`config.mk`:
```
export PLATFORM = sky130hd
export DESIGN_NAME = matmul_seq
export DESIGN_NICKNAME = d
export VERILOG_FILES = /design/src/rtl/matmul_seq.sv
export SDC_FILE = /design/constraint.sdc
export NUM_CORES = 1
export LEC_CHECK = 0
export ABC_AREA = 1
export BUFFER_PORTS_ARGS = -buffer_cell sky130_fd_sc_hd__buf_2
export CAP_MARGIN = 20
export CORE_ASPECT_RATIO = 1.75
export CORE_MARGIN = 2
export CORE_UTILIZATION = 45
export DETAILED_ROUTE_END_ITERATION = 16
export MAX_ROUTING_LAYER = met4
export PLACE_DENSITY = 0.8
export SETUP_SLACK_MARGIN = 0.2
export SYNTH_ARGS = -nofsm -noshare
export SYNTH_HDL_FRONTEND = slang
export SYNTH_SLANG_ARGS = --single-unit
```
`constraint.sdc`:
```
create_clock -name clk -period 1.4 [get_ports clk]
set_clock_uncertainty 0.1 [all_clocks]
set_input_delay 0.07 -clock clk [delete_from_list [all_inputs] [get_ports clk]]
set_output_delay 0.07 -clock clk [all_outputs]
set_load 0.05 [all_outputs]
```
`src/rtl/matmul_seq.sv`:
```
// matmul_seq: Decode-stage sequencer that diverts fetch into microcode on
// STARTMATMUL2 and returns to the saved program PC on ENDMATMUL.
// Optional watchdog is built when the macro MATMUL_WDT_EN is defined; it
// forces the return path if the microcode routine never issues ENDMATMUL.
module matmul_seq #(
  parameter logic [31:0] UCODE_BASE = 32'h0000_0000,
  parameter int unsigned WDT_LIMIT  = 1024
) (
  input  logic        clk,
  input  logic        reset,
  input  logic [31:0] instr_d,
  input  logic [31:0] pc_d,
  input  logic        valid_d,
  input  logic        stall_d,
  input  logic        flush_d,
  output logic        redirect,
  output logic [31:0] redirect_pc,
  output logic        im_sel,
  output logic [31:0] pc_backup,
  output logic        fsm_state,
  output logic        err,
  output logic        wdt_to
);

  typedef enum logic {
    ST_NORMAL  = 1'b0,
    ST_MATMUL2 = 1'b1
  } state_t;

  localparam logic [6:0] MATMUL_OPC = 7'b1111010;

  state_t      state_q, state_d;
  logic        redirect_q, redirect_d;
  logic [31:0] redirect_pc_q, redirect_pc_d;
  logic [31:0] pc_backup_q, pc_backup_d;
  logic        err_q, err_d;

  logic accepted, is_start, is_end, start_acc, end_acc, wdt_fire;

  // Only opcode and funct3 participate in decoding.
  logic unused_instr_bits;
  assign unused_instr_bits = ^{instr_d[31:15], instr_d[11:7]};

  // The cycle right after a redirect carries a wrong-path instruction, so
  // it is never accepted.
  assign accepted  = valid_d & ~stall_d & ~flush_d & ~redirect_q;
  assign is_start  = (instr_d[6:0] == MATMUL_OPC) && (instr_d[14:12] == 3'b000);
  assign is_end    = (instr_d[6:0] == MATMUL_OPC) && (instr_d[14:12] == 3'b111);
  assign start_acc = accepted & is_start;
  assign end_acc   = accepted & is_end;

`ifdef MATMUL_WDT_EN
  localparam logic [31:0] WDT_LIM = 32'(WDT_LIMIT);

  logic [31:0] wdt_cnt_q, wdt_cnt_d;
  logic        wdt_to_q, wdt_to_d;

  // An ENDMATMUL arriving on the limit cycle wins: it is a normal exit.
  assign wdt_fire = (state_q == ST_MATMUL2) && (wdt_cnt_q >= WDT_LIM) && !end_acc;

  // Watchdog counter: cleared on entry, saturating count while in MATMUL2.
  always_comb begin
    wdt_cnt_d = wdt_cnt_q;
    wdt_to_d  = wdt_to_q;
    if (state_q == ST_NORMAL) begin
      if (start_acc) wdt_cnt_d = '0;
    end else if (wdt_cnt_q < WDT_LIM) begin
      wdt_cnt_d = wdt_cnt_q + 32'd1;
    end
    if (wdt_fire) wdt_to_d = 1'b1;
  end

  // Watchdog registers.
  always_ff @(posedge clk) begin
    if (!reset) begin
      wdt_cnt_q <= '0;
      wdt_to_q  <= 1'b0;
    end else begin
      wdt_cnt_q <= wdt_cnt_d;
      wdt_to_q  <= wdt_to_d;
    end
  end

  assign wdt_to = wdt_to_q;
`else
  assign wdt_fire = 1'b0;
  assign wdt_to   = 1'b0;
`endif

  // Next-state logic: mode switches, redirect pulse, error flag.
  always_comb begin
    state_d       = state_q;
    redirect_d    = 1'b0;
    redirect_pc_d = redirect_pc_q;
    pc_backup_d   = pc_backup_q;
    err_d         = err_q;
    case (state_q)
      ST_NORMAL: begin
        if (start_acc) begin
          state_d       = ST_MATMUL2;
          redirect_d    = 1'b1;
          redirect_pc_d = UCODE_BASE;
          pc_backup_d   = pc_d + 32'd4;
        end else if (end_acc) begin
          err_d = 1'b1;
        end
      end
      ST_MATMUL2: begin
        // Nested entry is flagged but otherwise ignored.
        if (start_acc) err_d = 1'b1;
        if (end_acc || wdt_fire) begin
          state_d       = ST_NORMAL;
          redirect_d    = 1'b1;
          redirect_pc_d = pc_backup_q;
        end
      end
      default: begin
        state_d = ST_NORMAL;
      end
    endcase
  end

  // State register; reset dominates everything and never emits a redirect.
  always_ff @(posedge clk) begin
    if (!reset) begin
      state_q       <= ST_NORMAL;
      redirect_q    <= 1'b0;
      redirect_pc_q <= '0;
      pc_backup_q   <= '0;
      err_q         <= 1'b0;
    end else begin
      state_q       <= state_d;
      redirect_q    <= redirect_d;
      redirect_pc_q <= redirect_pc_d;
      pc_backup_q   <= pc_backup_d;
      err_q         <= err_d;
    end
  end

  assign redirect    = redirect_q;
  assign redirect_pc = redirect_pc_q;
  assign pc_backup   = pc_backup_q;
  assign fsm_state   = state_q;
  assign im_sel      = state_q;
  assign err         = err_q;

endmodule

```
* Word level (Yosys, flattened, before mapping)
Index checks and enable logic that the tools add are counted.
** Operators by class
- Bitwise operators :: 9
- Muxes and demuxes :: 12
- Add/subtract/negate cells :: 1
- Reduce and logical (&&, ||, !) cells :: 6
- Equality and inequality tests :: 7
** Operator list (count)
- 32-bit 2-to-1 mux :: 2
- 32-bit case mux with 2 select lines :: 1
- 32-bit by 3-bit adder with 32-bit output (second input constant) :: 1
- 7-bit equality test (second input constant) :: 1
- 1-bit 2-to-1 mux :: 6
- 2-bit != test (second input constant) :: 3
- 1-bit case mux with 2 select lines :: 3
- 1-bit AND :: 5
- 2-bit by 1-bit != test with 1-bit output (second input constant) :: 2
- 1-bit inverter :: 4
- 2-bit AND reduction :: 2
- 3-bit equality test (second input constant) :: 1
- 3-bit zero test :: 1
- 3-bit AND reduction :: 1
- 1-bit logical AND :: 2
** Storage, ports and cells
- Bits in registers :: 67
- Logic and storage cells :: 40

* Logic depth before layout (Yosys ltp)
- Depth in word-level cells :: 8
- Mapped depth :: 10

* Worst setup path after synthesis
OpenSTA, ideal clock, no wires.
- Kind :: reg-to-reg
- Start :: register state_q, in the netlist fsm_state
- End :: register redirect_pc_q[25], in the netlist redirect_pc[25]
- Path buffers :: 2
- Library setup time :: 70 ps
- Cell stages (with the launch flop) :: 7
- Path slack :: -373 ps
- Clock period less this slack :: 1773 ps
- Data required time :: 1230 ps
- Data arrival time :: 1602 ps
- Path through :: dfxtp_1 -> buf_4 -> inv_1 -> nand4_4 -> clkbuf_1 -> nand3_1 -> a21oi_1
** Between the ends
- Longest elaborated chain between the ends :: 3
- Elaborated cells on any way between the ends :: 5
- Classes of those cells :: 2 x eq/ne; 1 x mux; 1 x bitwise; 1 x reduce/logical
** Ends and longest elaborated chain
- from (decl) :: RTL line 32 : state_t state_q, state_d;
- from (signal assigned) :: RTL line 132 : state_q <= state_d;
- 1-bit inverter (no line)
- 2-bit != test (no line)
- 2-bit AND reduction (no line)
- to (signal assigned) :: RTL line 134 : redirect_pc_q <= redirect_pc_d;
- to (decl) :: RTL line 34 : logic [31:0] redirect_pc_q, redirect_pc_d;
Several ways; a longest one is shown, not always the timed one.
A chain may end at the register's enable or synchronous reset.

* Worst setup path in the final report
- Start :: register redirect_q, in the netlist redirect
- End :: register pc_backup_q[26], in the netlist pc_backup[26]
** Between the ends
- Longest elaborated chain between the ends :: 4
** Ends and longest elaborated chain
- from (decl) :: RTL line 33 : logic redirect_q, redirect_d;
- from (signal assigned) :: RTL line 133 : redirect_q <= redirect_d;
- 1-bit inverter :: RTL line 46 : assign accepted = valid_d & ~stall_d & ~flush_d & ~redirect_q;
- 1-bit AND :: RTL line 46
- 1-bit AND :: RTL line 49 : assign start_acc = accepted & is_start;
- 2-bit AND reduction (no line)
- to (signal assigned) :: RTL line 135 : pc_backup_q <= pc_backup_d;
- to (decl) :: RTL line 35 : logic [31:0] pc_backup_q, pc_backup_d;
No other way between the ends.

==> results_tabular.tex <==
\begin{tabular}{lr}
\hline
Metric & Value \\
\hline
\multicolumn{2}{l}{\textbf{Cells and area}} \\
Final non-filler cell total & 768 \\
Layout area overhead & 37.7\% \\
N\_diodes & 0 \\
Share of the core filled with cells & 0.635 \\
Layout cells sized above 1 & 0.308 \\
Nets@finish & 743 \\
Area of all placed cells without fillers & 5020 um2 \\
\multicolumn{2}{l}{\textbf{Floorplanning}} \\
Floorplan row count & 43 \\
Placeable core region & 7910 um2 \\
Initial Utilization & 0.461 \\
Die Area & 8870 um2 \\
Vert. Die Dim & 123 um \\
I/O pins & 138 \\
Die outline width & 72.1 um \\
\multicolumn{2}{l}{\textbf{Synth}} \\
Number of enable-type register cells in the synthesized netlist & 0 \\
Post-Syn Instances & 542 \\
Total nets after synthesis & 612 \\
Syn avg cell area & 6.73 um2 \\
\#FFs+latches synth & 67 \\
Number of warnings issued by yosys & 0 \\
Post-synthesis cell area & 3650 um2 \\
Post-Synth Adder-Cell Area & 0.00343 \\
Most used flip-flop cell after synthesis & dfxtp\_1 \\
Biggest area contributors in the synthesized netlist & dfxtp\_1 (37\%), nand2\_1 (13\%), nand3\_1 (7.3\%) \\
Share of synthesized registers carrying an async set or reset & 0 \\
Simple-gate share of the synthesized area & 0.393 \\
Synthesized-area fraction occupied by xor and xnor cells & 0.0288 \\
Sequential cell area fraction in the yosys report & 0.368 \\
Combinational family with the most area after synthesis & simple AND/OR/NAND/NOR gates \\
Area leader, netlist & dfxtp\_1 \\
Fraction of post-synthesis cell area in the top cell type by area & 0.368 \\
Post-synth top cells & nand2\_1 (128), nor2\_1 (70), dfxtp\_1 (67) \\
Fraction of the mapped netlist area in compound gates & 0.106 \\
Portion of netlist area occupied by mux cells & 0 \\
Top-count cell post-synth & nand2\_1 \\
Synth unique cells & 31 \\
\multicolumn{2}{l}{\textbf{Drt}} \\
First-pass iteration count of the detailed router & 5 \\
DRT iter0 DRCs & 250 \\
Routed wire length per instance & 14.7 um \\
Final routed DRC violation total & 0 \\
Vias per inst & 5.36 \\
Routed Antenna Nets & 0 \\
Overall routed net length & 11,300 um \\
Vias & 4,118 \\
\multicolumn{2}{l}{\textbf{Run}} \\
Number of max-capacitance violations reported & 0 \\
\multicolumn{2}{l}{\textbf{Timing}} \\
Worst hold margin & 0.00514 ns \\
\# setup viols final & 44 \\
Final count of pins violating max slew & 0 \\
Share of the clock period used by the worst path & 1.04 \\
Unrepaired setup endpoints after global routing & true \\
Max Freq & 686 MHz \\
Hold Violations, Final & 0 \\
Crit path setup slack, layout & -0.0584 ns \\
Time the final worst path needs with I/O delays and setup & 1.46 ns \\
\multicolumn{2}{l}{\textbf{Min path}} \\
Type of the tightest min-delay check & in2reg \\
\multicolumn{2}{l}{\textbf{Setup path}} \\
Slowest cell delay on critical path & 0.34 ns \\
Critical path endpoint category & register \\
Most common cell on crit path & buf\_12 \\
Worst path arrival time & 1.58 ns \\
CP Cell Sequence & inv\_2, nand2\_2, nor2\_4, buf\_12, nand3\_4, nor2\_8, buf\_12, nand3\_1, nand2\_1, inv\_1 \\
Slowest CP cell & dfxtp\_4 \\
CP max FO & 17 \\
Category of the worst setup path launch point & register \\
Required time of the critical path & 1.52 ns \\
Class of the most critical setup path & reg2reg \\
\multicolumn{2}{l}{\textbf{Global routing}} \\
GR Util All Layers & 0.259 \\
First-pass GRT wire length & 17,600 um \\
Global-route congestion overflow total & 0 \\
Pin count of the biggest net entering global routing & 37 \\
Antenna violations before repair & 0 \\
Number of global-route vias before repair & 3,780 \\
\multicolumn{2}{l}{\textbf{Place}} \\
Minimum setup slack after placement & -0.185 ns \\
Count of placed standard cells including taps & 744 \\
Routability-driven placement congestion ratio & 0.922 \\
Post-placement cell area & 4460 um2 \\
Count of buffers inserted at the top-level ports & 114 \\
Post-DP HPWL & 8320 um \\
\multicolumn{2}{l}{\textbf{Outcome}} \\
Failing checks & setup timing \\
Result of the run & finished, violations left \\
\multicolumn{2}{l}{\textbf{Clock tree}} \\
Total CTS buffers & 9 \\
Register clock-pin slew on the reported worst setup and hold paths & 0.05 ns \\
Clk Tree Root Cell & clkbuf\_16 \\
Clock insertion delay at the later pin of the skew report & 0.32 ns \\
Clock tree from TritonCTS & yes \\
Number of sinks driven by the clock tree & 67 \\
Level count of the clock H-tree & 3 \\
CTS Buffer Depth & 2 \\
\multicolumn{2}{l}{\textbf{Power and ir drop}} \\
Leakage & 2.31 nW \\
Largest voltage drop on the vdd net & 0.625 mV \\
PD cells & 877 nW/um2 \\
\hline
\end{tabular}
## final timing paths
check / from / end / slack (ns) / cells past startpoint
setup / recovery: redirect$_SDFF_PN0_ / pc_backup[26]$_SDFFE_PN0P_ / -0.06 / 10
hold / removal: pc_d[26] / pc_backup[26]$_SDFFE_PN0P_ / 0.005 / 5
setup reg to reg: redirect$_SDFF_PN0_ / pc_backup[26]$_SDFFE_PN0P_ / -0.06 / 10
hold reg to reg: redirect_pc[16]$_SDFFE_PN0P_ / redirect_pc[16]$_SDFFE_PN0P_ / 0.37 / 2
## stage by stage
| stage | setup TNS [ns] | power (mW) |
|---|---|---|
| 3_5_place_dp | -5.08 | 2.27 |
| 4_1_cts | -0.436 | 4.41 |
| 2_1_floorplan | -4.27 | 2.10 |
| 6_report | -0.855 | 4.41 |
| 3_3_place_gp | -1.53 | 2.26 |
| 5_1_grt | -6.01 | 4.53 |
## cell families (layout without fill, tap and decap cells)
group                    count (synthesis)  in the layout
flip-flops                              67             67
buffers and inverters                   83            219
AO/OA/AOI/OAI                           73             73
other                                    1              1
XOR/XNOR                                12             12
AND/OR/NAND/NOR                        305            305
adder cells (fa/ha/maj)                  1              1
## layer usage
layer  routed length [um]  track usage  share of wire  up-vias
met2                 6190        0.469           0.55      163
li1                     -            -              -     2035
met1                 4240        0.281           0.37     1891
met3                  526       0.0244          0.046       29
met4                  359        0.117          0.032        0
met5                    0            -              0        -
## cell type report
cell class | instances | area (um2)
Tap cell | 90 | 113
Inverter | 54 | 208
Clock inverter | 1 | 5.00
Clock buffer | 15 | 289
Timing Repair Buffer | 149 | 980
Fill cell | 688 | 2890
Multi-Input combinational cell | 392 | 2080
Sequential cell | 67 | 1350
## worst max-delay path, delay by kind of cell (launching register included)
kind	cells	cell delay, ns
and+or+nand+nor	6	0.54
buffers and inverters	4	0.36
DFF	1	0.34
## layout by cell type, fill, tap and decap left out, types with 2 or more instances in the layout
| cell | instances |
|---|---|
| clkbuf_8 | 2 |
| nor2_4 | 9 |
| nand2_2 | 8 |
| o21bai_1 | 8 |
| a21oi_1 | 41 |
| nor2_2 | 7 |
| buf_4 | 21 |
| buf_6 | 3 |
| nand3_2 | 6 |
| dfxtp_1 | 65 |
| and3_1 | 2 |
| nand3_1 | 48 |
| clkbuf_1 | 3 |
| nand3_4 | 2 |
| a21oi_2 | 10 |
| o21ai_0 | 4 |
| xnor2_1 | 5 |
| nor2_1 | 62 |
| xor2_1 | 7 |
| buf_2 | 111 |
| inv_1 | 51 |
| dlygate4sd3_1 | 4 |
| dfxtp_4 | 2 |
| o21ai_1 | 9 |
| nand4_1 | 33 |
| nand3b_1 | 3 |
| buf_12 | 8 |
| nand2_1 | 120 |
| clkbuf_16 | 11 |
## repair_timing
item,4_1_cts,5_1_grt
endpoints found under the hold margin,4,0
setup buffers,3,0
pin swaps,15,5
endpoints found under the setup margin,69,70
gates resized for setup,24,25
hold buffers,4,0
cloned,0,1
## power by group
| part | switching, mW | internal, mW |
|---|---|---|
| logic | 0.216 | 0.134 |
| registers | 0.000190 | 1.91 |
| clock network | 0.750 | 1.40 |
## sequential cells by signal, summed over array words and instances (netlist names)
register     count
err              1
redirect_pc     32
pc_backup       32
fsm_state        1
redirect         1
No activity file was read; power rests on OpenSTA's default activity.
